--- src/rtl/updown_ctrl.sv ---
// Button front-end for the up/down counter: synchronises and debounces the
// direction and pause buttons, and generates the prescaled count-enable tick.

module DebounceFsm #(
    parameter int DB_CYCLES = 16
) (
    input  logic clk,
    input  logic rst,
    input  logic s_i,
    output logic press_o
);

    localparam int DBW = (DB_CYCLES > 2) ? $clog2(DB_CYCLES) : 1;
    localparam logic [DBW-1:0] DBC_LAST = DBW'(DB_CYCLES - 1);

    typedef enum logic [1:0] {IDLE, CONF_HI, HIGH, CONF_LO} dbState_t;

    dbState_t       state_q, state_d;
    logic [DBW-1:0] dbc_q, dbc_d;

    always_ff @(posedge clk or negedge rst) begin
        if (!rst) begin
            state_q <= IDLE;
            dbc_q   <= '0;
        end else begin
            state_q <= state_d;
            dbc_q   <= dbc_d;
        end
    end

    always_comb begin
        state_d = state_q;
        dbc_d   = dbc_q;
        unique case (state_q)
            IDLE: begin
                if (s_i) begin
                    state_d = CONF_HI;
                    dbc_d   = '0;
                end
            end
            CONF_HI: begin
                if (!s_i)                  state_d = IDLE;
                else if (dbc_q == DBC_LAST) state_d = HIGH;
                else                       dbc_d   = dbc_q + DBW'(1);
            end
            HIGH: begin
                if (!s_i) begin
                    state_d = CONF_LO;
                    dbc_d   = '0;
                end
            end
            CONF_LO: begin
                if (s_i)                   state_d = HIGH;
                else if (dbc_q == DBC_LAST) state_d = IDLE;
                else                       dbc_d   = dbc_q + DBW'(1);
            end
            default: state_d = IDLE;
        endcase
    end

    // The press fires only on the qualifying CONF_HI -> HIGH transition.
    always_comb begin
        press_o = (state_q == CONF_HI) && s_i && (dbc_q == DBC_LAST);
    end

endmodule

module updown_ctrl #(
    parameter int DB_CYCLES = 16,
    parameter int TICK_DIV  = 10
) (
    input  logic clk,
    input  logic rst,
    input  logic btn_dir,
    input  logic btn_hold,
    output logic updown,
    output logic tick,
    output logic paused,
    output logic dir_changed
);

    localparam int PCW = (TICK_DIV > 1) ? $clog2(TICK_DIV) : 1;
    localparam logic [PCW-1:0] PC_LAST = PCW'(TICK_DIV - 1);

    logic           dir_meta_q, dir_sync_q, hold_meta_q, hold_sync_q;
    logic           press_dir, press_hold;
    logic [PCW-1:0] pc_q, pc_d;
    logic           updown_q, updown_d, paused_q, paused_d;
    logic           tick_q, tick_d, dir_changed_q, dir_changed_d;

    always_ff @(posedge clk or negedge rst) begin
        if (!rst) begin
            dir_meta_q  <= 1'b0;
            dir_sync_q  <= 1'b0;
            hold_meta_q <= 1'b0;
            hold_sync_q <= 1'b0;
        end else begin
            dir_meta_q  <= btn_dir;
            dir_sync_q  <= dir_meta_q;
            hold_meta_q <= btn_hold;
            hold_sync_q <= hold_meta_q;
        end
    end

    DebounceFsm #(.DB_CYCLES(DB_CYCLES)) u_dbDir (
        .clk     (clk),
        .rst     (rst),
        .s_i     (dir_sync_q),
        .press_o (press_dir)
    );

    DebounceFsm #(.DB_CYCLES(DB_CYCLES)) u_dbHold (
        .clk     (clk),
        .rst     (rst),
        .s_i     (hold_sync_q),
        .press_o (press_hold)
    );

    // The prescaler is gated by the registered pause level, so it freezes with
    // pc intact and resumes on the same phase.
    always_comb begin
        pc_d          = pc_q;
        tick_d        = 1'b0;
        updown_d      = updown_q ^ press_dir;
        dir_changed_d = press_dir;
        paused_d      = paused_q ^ press_hold;
        if (!paused_q) begin
            if (pc_q == PC_LAST) begin
                pc_d   = '0;
                tick_d = 1'b1;
            end else begin
                pc_d   = pc_q + PCW'(1);
            end
        end
    end

    always_ff @(posedge clk or negedge rst) begin
        if (!rst) begin
            pc_q          <= '0;
            tick_q        <= 1'b0;
            updown_q      <= 1'b1;
            paused_q      <= 1'b0;
            dir_changed_q <= 1'b0;
        end else begin
            pc_q          <= pc_d;
            tick_q        <= tick_d;
            updown_q      <= updown_d;
            paused_q      <= paused_d;
            dir_changed_q <= dir_changed_d;
        end
    end

    assign updown      = updown_q;
    assign tick        = tick_q;
    assign paused      = paused_q;
    assign dir_changed = dir_changed_q;

endmodule
--- config.mk ---
export PLATFORM = sky130hd
export DESIGN_NAME = updown_ctrl
export DESIGN_NICKNAME = d
export VERILOG_FILES = /design/src/rtl/updown_ctrl.sv
export SDC_FILE = /design/constraint.sdc
export NUM_CORES = 1
export LEC_CHECK = 0
export CORE_UTILIZATION = 50
export CTS_BUF_LIST = sky130_fd_sc_hd__clkbuf_4
export CTS_CLUSTER_SIZE = 24
export DETAILED_ROUTE_END_ITERATION = 8
export PLACE_DENSITY = 0.78
export SLEW_MARGIN = 15
export SYNTH_ARGS = -nofsm -noshare
export SYNTH_HDL_FRONTEND = slang
export SYNTH_SLANG_ARGS = --single-unit
--- constraint.sdc ---
create_clock -name clk -period 1.33 [get_ports clk]
set_input_delay 0.133 -clock clk [delete_from_list [all_inputs] [get_ports clk]]
set_output_delay 0.133 -clock clk [all_outputs]
set_load 0.03 [all_outputs]
==> results of run 1 <==
## area by class of cell
| type | count | share of cell area [%] |
|---|---|---|
| Sequential cell | 24 | 47.8 |
| Multi-Input combinational cell | 62 | 34.6 |
| Timing Repair Buffer | 18 | 11.7 |
| Tap cell | 27 | 2.68 |
| Clock buffer | 4 | 2.38 |
| Inverter | 3 | 0.894 |
## per-layer routing
metal | global-route usage, % | part of all wire [%]
met5 | 0 | 0
met4 | 6.86 | 0.79
met3 | 2.31 | 1.8
met2 | 24.9 | 49
met1 | 24.2 | 48
## registers in the layout (all words and copies together), names as in the netlist, named ones only
name / count
u_dbHold.dbc_q: 4
u_dbHold.state_q: 1
paused: 1
tick: 1
pc_q: 4
dir_meta_q: 1
dir_changed: 1
hold_sync_q: 1
hold_meta_q: 1
u_dbDir.state_q: 1
updown: 1
u_dbDir.dbc_q: 4
dir_sync_q: 1
## power by group through the flow
stage          Combinational [mW]  Clock [mW]  Sequential (mW)
2_1_floorplan               0.183           0            0.907
3_3_place_gp                0.271           0            0.908
3_5_place_dp                0.281           0            0.919
4_1_cts                     0.289       0.354            0.907
5_1_grt                     0.328       0.380            0.916
6_report                    0.290       0.336            0.909
## path summary, 6_finish.rpt
path,endpoint,slack (ns)
max,u_dbDir.dbc_q[0],-0.05
min,u_dbDir.state_q[0],0.16
max reg2reg,u_dbDir.dbc_q[0],-0.05
min reg2reg,hold_sync_q,0.37
max in group asynchronous,updown,0.89
min in group clk,hold_meta_q,0.25
## critical path: cells and delay by family, from the launching register on
kind	cells	cell delay (ns)
DFF	1	0.38
and+or+nand+nor	2	0.41
muxes	1	0.30
adders and majority gates	1	0.19
## cell families (layout without fill, tap and decap cells)
logic type | Yosys count | after routing | share of synthesized area (%)
muxes | 3 | 3 | 3.65
DFF | 24 | 24 | 58.5
adders and majority gates | 2 | 2 | 2.43
xor gates and xnor gates | 7 | 7 | 6.69
buffers and inverters | 3 | 25 | 1.09
AOI/OAI and AO/OA | 16 | 16 | 9.00
and+or+nand+nor | 34 | 34 | 18.6
## metrics by stage
step / setup TNS (ns) / cells / total power [mW] / hold slack [ns]
after floorplan: 0 / 89 / 1.09 / -0.163
after global placement: -0.0247 / 131 / 1.18 / 0.335
after detailed placement: -0.115 / 131 / 1.20 / 0.343
after CTS: -0.0739 / 137 / 1.55 / 0.163
after global routing: -0.394 / 138 / 1.62 / 0.210
final: -0.0934 / 138 / 1.54 / 0.163
## cells in the final DEF, fill, tap and decap left out, drive strengths merged, types with 3 or more instances in the layout
cell           count
inv                3
buf               11
nand4              5
dlygate4sd2        3
xor2               4
nand2b             4
a21oi              7
nand3              6
xnor2              3
o21ai              6
dfrtp             23
mux2               3
clkbuf             5
clkdlybuf4s50      3
nand2              9
## what timing repair did
action / 4_1_cts / 5_1_grt
gates resized for setup: 8 / 4
pin swaps: 5 / 5
endpoints found under the setup margin: 8 / 7
buffers inserted: 2 / 1
==> flow_metrics.tcl, run 1 <==
set metrics [dict create \
    run_status "finished, violations left" \
    violations "setup timing" \
    synth.largest_area_cell "dfrtp_1" \
    tightest_slew_ns 0.303 \
    finalCritPeriodShare_pct 104 \
    grt_pass1_vias 575 \
    utilization_pct 64.9 \
    cell_internal_pwr_mw 1.12 \
    area_delta_synth_final_pct 22.5 \
    arrival_ns 1.58 \
    synth_edf_count 0 \
    synth-seq-cells 24 \
    grt_max_degree 25 \
    synthesis.area_um2 1030 \
    max_freq_mhz 723 \
    chipWidth_um 47.4 \
    insertedDiodeCount 0 \
    rsz0062_at_grt "yes" \
    synth_top_area_share_pct 56.0 \
    firstDrtPassIters 4 \
    yosys_warnings 0 \
    worstSetupStartpoint "u_dbDir.dbc_q[0]" \
    max_slew_margin_pct 79.8 \
    worst_path_max_delay_cell "dfrtp_1" \
    syn_inst 89 \
    overflow 0 \
    die_h_um 47.4 \
    netlist_top_cells_count "dfrtp_1 (23), nand2_1 (9), a21oi_1 (7), nand3_1 (6), o21ai_0 (6)" \
    pre_cts_ws_ns -0.0692 \
    clk-insertion-delay-late_ns 0.30 \
    synthDistinctLibCells 26 \
    ant_nets 0 \
    wire_per_inst_um 12.0 \
    drc_errors 0 \
    placed_area_um2 1190 \
    hold_viol 0 \
    die_area_um2 2240 \
    port_buffers 7 \
    p_sw_mw 0.416 \
    max_stage_delay_ns 0.38 \
    critical_path_required_ns 1.53 \
    fin_ws_ns -0.0524 \
    cts_tree "yes" \
    clock_skew_ns 0.00429 \
    p_leak_nw 0.610 \
    worstReg2RegStart "u_dbDir.dbc_q[0]" \
    finalSetupViolations 3 \
    drive_gt1_share_pct 25.2 \
    maxSlewViolCount 0 \
    multi_input_area_um2 435 \
    p_per_area_nw_per_um2 1220 \
    root_buffer "clkbuf_4" \
    min_path_type "in -> async" \
    clockBufferDepth 2 \
    cts_hold_buf 0 \
    maxCapViolations 0 \
    synthArstFlopShare_pct 100 \
    synth_fp_nets 95 \
    track_usage_pct 16.6 \
    totalWireLength_mm 1.65 \
    syn_avg_cell_area_um2 11.6 \
    pwr-share-comb_pct 18.9 \
    synth-seq-area-share_pct 58.5 \
    r2r_cells 4 \
    synth_area_leaders "dfrtp_1 (56%), a21oi_1 (3.4%), nand2_1 (3.3%)" \
    min_period_ns 1.38 \
    cts_made_buffers 3 \
    htreeDepth 1 \
    end_kind "flip-flop" \
    dr_total_vias 713 \
    antenna_found_initial 0 \
    startpoint_type "flip-flop" \
    start_util_pct 53.0 \
    seqPwrFrac_pct 59.2 \
    drt_iter0_drc 15 \
    std_cell_rows 16 \
    io_pins 8 \
    path_class "reg -> reg" \
    peakVddDrop_mv 1.08 \
    seqCellArea_um2 602 \
    cp_max_fo 5 \
    viasPerCell 5.17 \
    clkSinkCount 24 \
    num-fill-cells 160 \
    switching_share_pct 27.1 \
    synth.most_common_cell "dfrtp_1" \
    cp_cell_sequence "ha_2 -> nand4_1 -> nand2_2 -> mux2_4" \
    grt_pass1_wl_mm 2.53 \
    ys.flop_type "dfrtp_1" \
    final_area_um2 1260 \
    nets 118 \
    cts.reportedPaths.clkPinSlew_ns 0.12 \
    fp.coreArea_um2 1940 \
    gp_congestion 0.804 \
    p_clk_share_pct 21.9 \
]
No activity file was read; power rests on OpenSTA's default activity.
==> run 2: changes to the inputs <==
--- a/config.mk
+++ b/config.mk
@@ -6,4 +6,5 @@
 export NUM_CORES = 1
 export LEC_CHECK = 0
+export CORE_MARGIN = 1.5
 export CORE_UTILIZATION = 50
 export CTS_BUF_LIST = sky130_fd_sc_hd__clkbuf_4
==> constraint.sdc (replaced) <==
create_clock -name clk -period 1.33 [get_ports clk]
set_input_delay 0.133 -clock clk [delete_from_list [all_inputs] [get_ports clk]]
set_output_delay 0.133 -clock clk [all_outputs]
set_load 0.1 [all_outputs]
==> run 2 against run 1 <==
The flow still finishes with violations (setup timing). Combinational power is 7.6% higher. Via count is 3.5% higher. Clock power is 55% higher. Non-clock buffer count is 1 higher. Sequential cell count stayed put. Routed wire length is 15% higher.
==> flow_metrics.tcl, run 2 (synthesis results as in run 1) <==
set metrics [dict create \
    reg_top3 "pc_q x4, u_dbDir.dbc_q x4, u_dbHold.dbc_q x4" \
    fin_ws_ns -0.0679 \
    hold_viol 0 \
    rrSetupSlack_ns -0.07 \
    drt_iter0_drc 7 \
    grt_pass1_wl_mm 3.09 \
    layout_common_cells "dfrtp_1 (22), buf_4 (11), nand2_1 (8)" \
    ant_nets 0 \
    min_period_ns 1.40 \
    cts_made_buffers 3 \
    gp_congestion 0.810 \
    clockBufferDepth 2 \
    cts_tree "yes" \
    layout_commonest_cell "dfrtp_1" \
    critPathTopFamily "flip-flops" \
    io_pins 8 \
    chipWidth_um 48.4 \
    power.total_mw 1.74 \
    min_path_type "in -> async" \
    maxSlewViolCount 0 \
    place_hpwl_mm 1.29 \
    std_cell_rows 16 \
    run_status "finished, violations left" \
    max_slew_margin_pct 72.7 \
    startpoint_type "flip-flop" \
    num-fill-cells 154 \
    tightest_slew_ns 0.408 \
    area_delta_synth_final_pct 30.5 \
    cp_max_fo 5 \
    grt_pass1_vias 744 \
    seqCellArea_um2 603 \
    arrival_ns 1.61 \
    p_per_area_nw_per_um2 1300 \
    path_buf_inv 1 \
    clkSinkCount 24 \
    die_area_um2 2340 \
    track_usage_pct 17.5 \
    drc_errors 0 \
    r2r_cells 4 \
    totalWireLength_mm 1.90 \
    cp_cell_sequence "ha_2 -> nand4_1 -> buf_4 -> mux2_2" \
    holdWs_ns 0.143 \
    viasPerCell 5.31 \
    grt_max_degree 25 \
    pre_cts_ws_ns -0.0925 \
    nets 119 \
    overflow 0 \
    finalSetupViolations 4 \
    p_leak_nw 0.625 \
    max_stage_delay_ns 0.38 \
    final_area_um2 1340 \
    worst_path_max_delay_cell "dfrtp_1" \
    port_buffers 7 \
    firstDrtPassIters 4 \
    htreeDepth 1 \
    drive_gt1_share_pct 28.6 \
    max_freq_mhz 715 \
    start_util_pct 53.0 \
    worstReg2RegStart "u_dbDir.dbc_q[0]" \
    placed_area_um2 1230 \
    dr_total_vias 738 \
    maxCapViolations 0 \
    finalCritPeriodShare_pct 105 \
    rsz0062_at_grt "yes" \
    end_kind "flip-flop" \
    die_h_um 48.4 \
    cts.reportedPaths.clkPinSlew_ns 0.13 \
    peakVddDrop_mv 0.866 \
    multi_input_area_um2 438 \
    fp.coreArea_um2 1940 \
    critical_path_required_ns 1.54 \
    clock_skew_ns 0.0111 \
    antenna_found_initial 0 \
    cts_hold_buf 0 \
    root_buffer "clkbuf_4" \
    insertedDiodeCount 0 \
    clk-insertion-delay-late_ns 0.32 \
    wire_per_inst_um 13.6 \
    violations "setup timing" \
    path_class "reg -> reg" \
]
==> run 2: worst max path at each step <==
| stage | start | endpoint | slack (ns) | cells after the start |
|---|---|---|---|---|
| finish | u_dbDir.dbc_q[0] | flip-flop | -0.07 | 4 |
| global route | u_dbDir.dbc_q[0] | updown | -0.12 | 4 |
| CTS | u_dbDir.dbc_q[0] | flip-flop | -0.03 | 4 |
| detailed placement | u_dbDir.dbc_q[0] | u_dbDir.dbc_q[3] | -0.09 | 4 |
| global placement | u_dbDir.dbc_q[0] | u_dbDir.dbc_q[0] | -0.01 | 4 |
| floorplan | u_dbDir.dbc_q[0] | u_dbDir.dbc_q[0] | 0.007 | 4 |
==> run 2: cell type report <==
type	count	area share [%]
repair buffers	19	15.2
inverters	3	0.839
clock inverters	1	2.24
multi-input cells	62	32.6
well taps	27	2.52
clock buffers	3	1.68
flip-flops and latches	24	44.9
==> run 2: where the power goes <==
group | internal [mW] | total (mW) | switching, mW
Clock | 0.305 | 0.521 | 0.216
Combinational | 0.172 | 0.312 | 0.140
Sequential | 0.820 | 0.911 | 0.0904
Total | 1.30 | 1.74 | 0.447
==> run 2: worst register-to-register path: cells and delay by family (launching register included) <==
kind          cells  cell delay (ns)
buf+inv           1             0.24
mux               1             0.26
fa+ha+maj         1             0.18
simple gates      1             0.23
flops             1             0.38
==> run 2: through the flow <==
step	utilization, %	instances	setup TNS, ns
final	69.1	139	-0.196
after global routing	69.1	139	-0.416
after CTS	67.7	138	-0.0771
after detailed placement	63.5	131	-0.203
after global placement	63.5	131	-0.0200
after floorplan	-	89	0
==> run 2: per-layer routing <==
layer / GRT usage, % / share of wire [%]
met5: 0 / 0
met4: 5.71 / 1.3
met3: 5.56 / 3.4
met2: 32.4 / 55
met1: 18.7 / 40
==> run 2: what timing repair did <==
item / CTS / global route
gates resized for setup: 2 / 4
gates cloned: 0 / 0
buffers inserted: 3 / 1
endpoints found under the setup margin: 5 / 7
pin swaps: 4 / 4
==> run 3: changes to the inputs <==
- SLEW_MARGIN: 15 -> not set
==> results of run 3 <==
The final DEF is identical to that of run 2; final timing and power are the same.
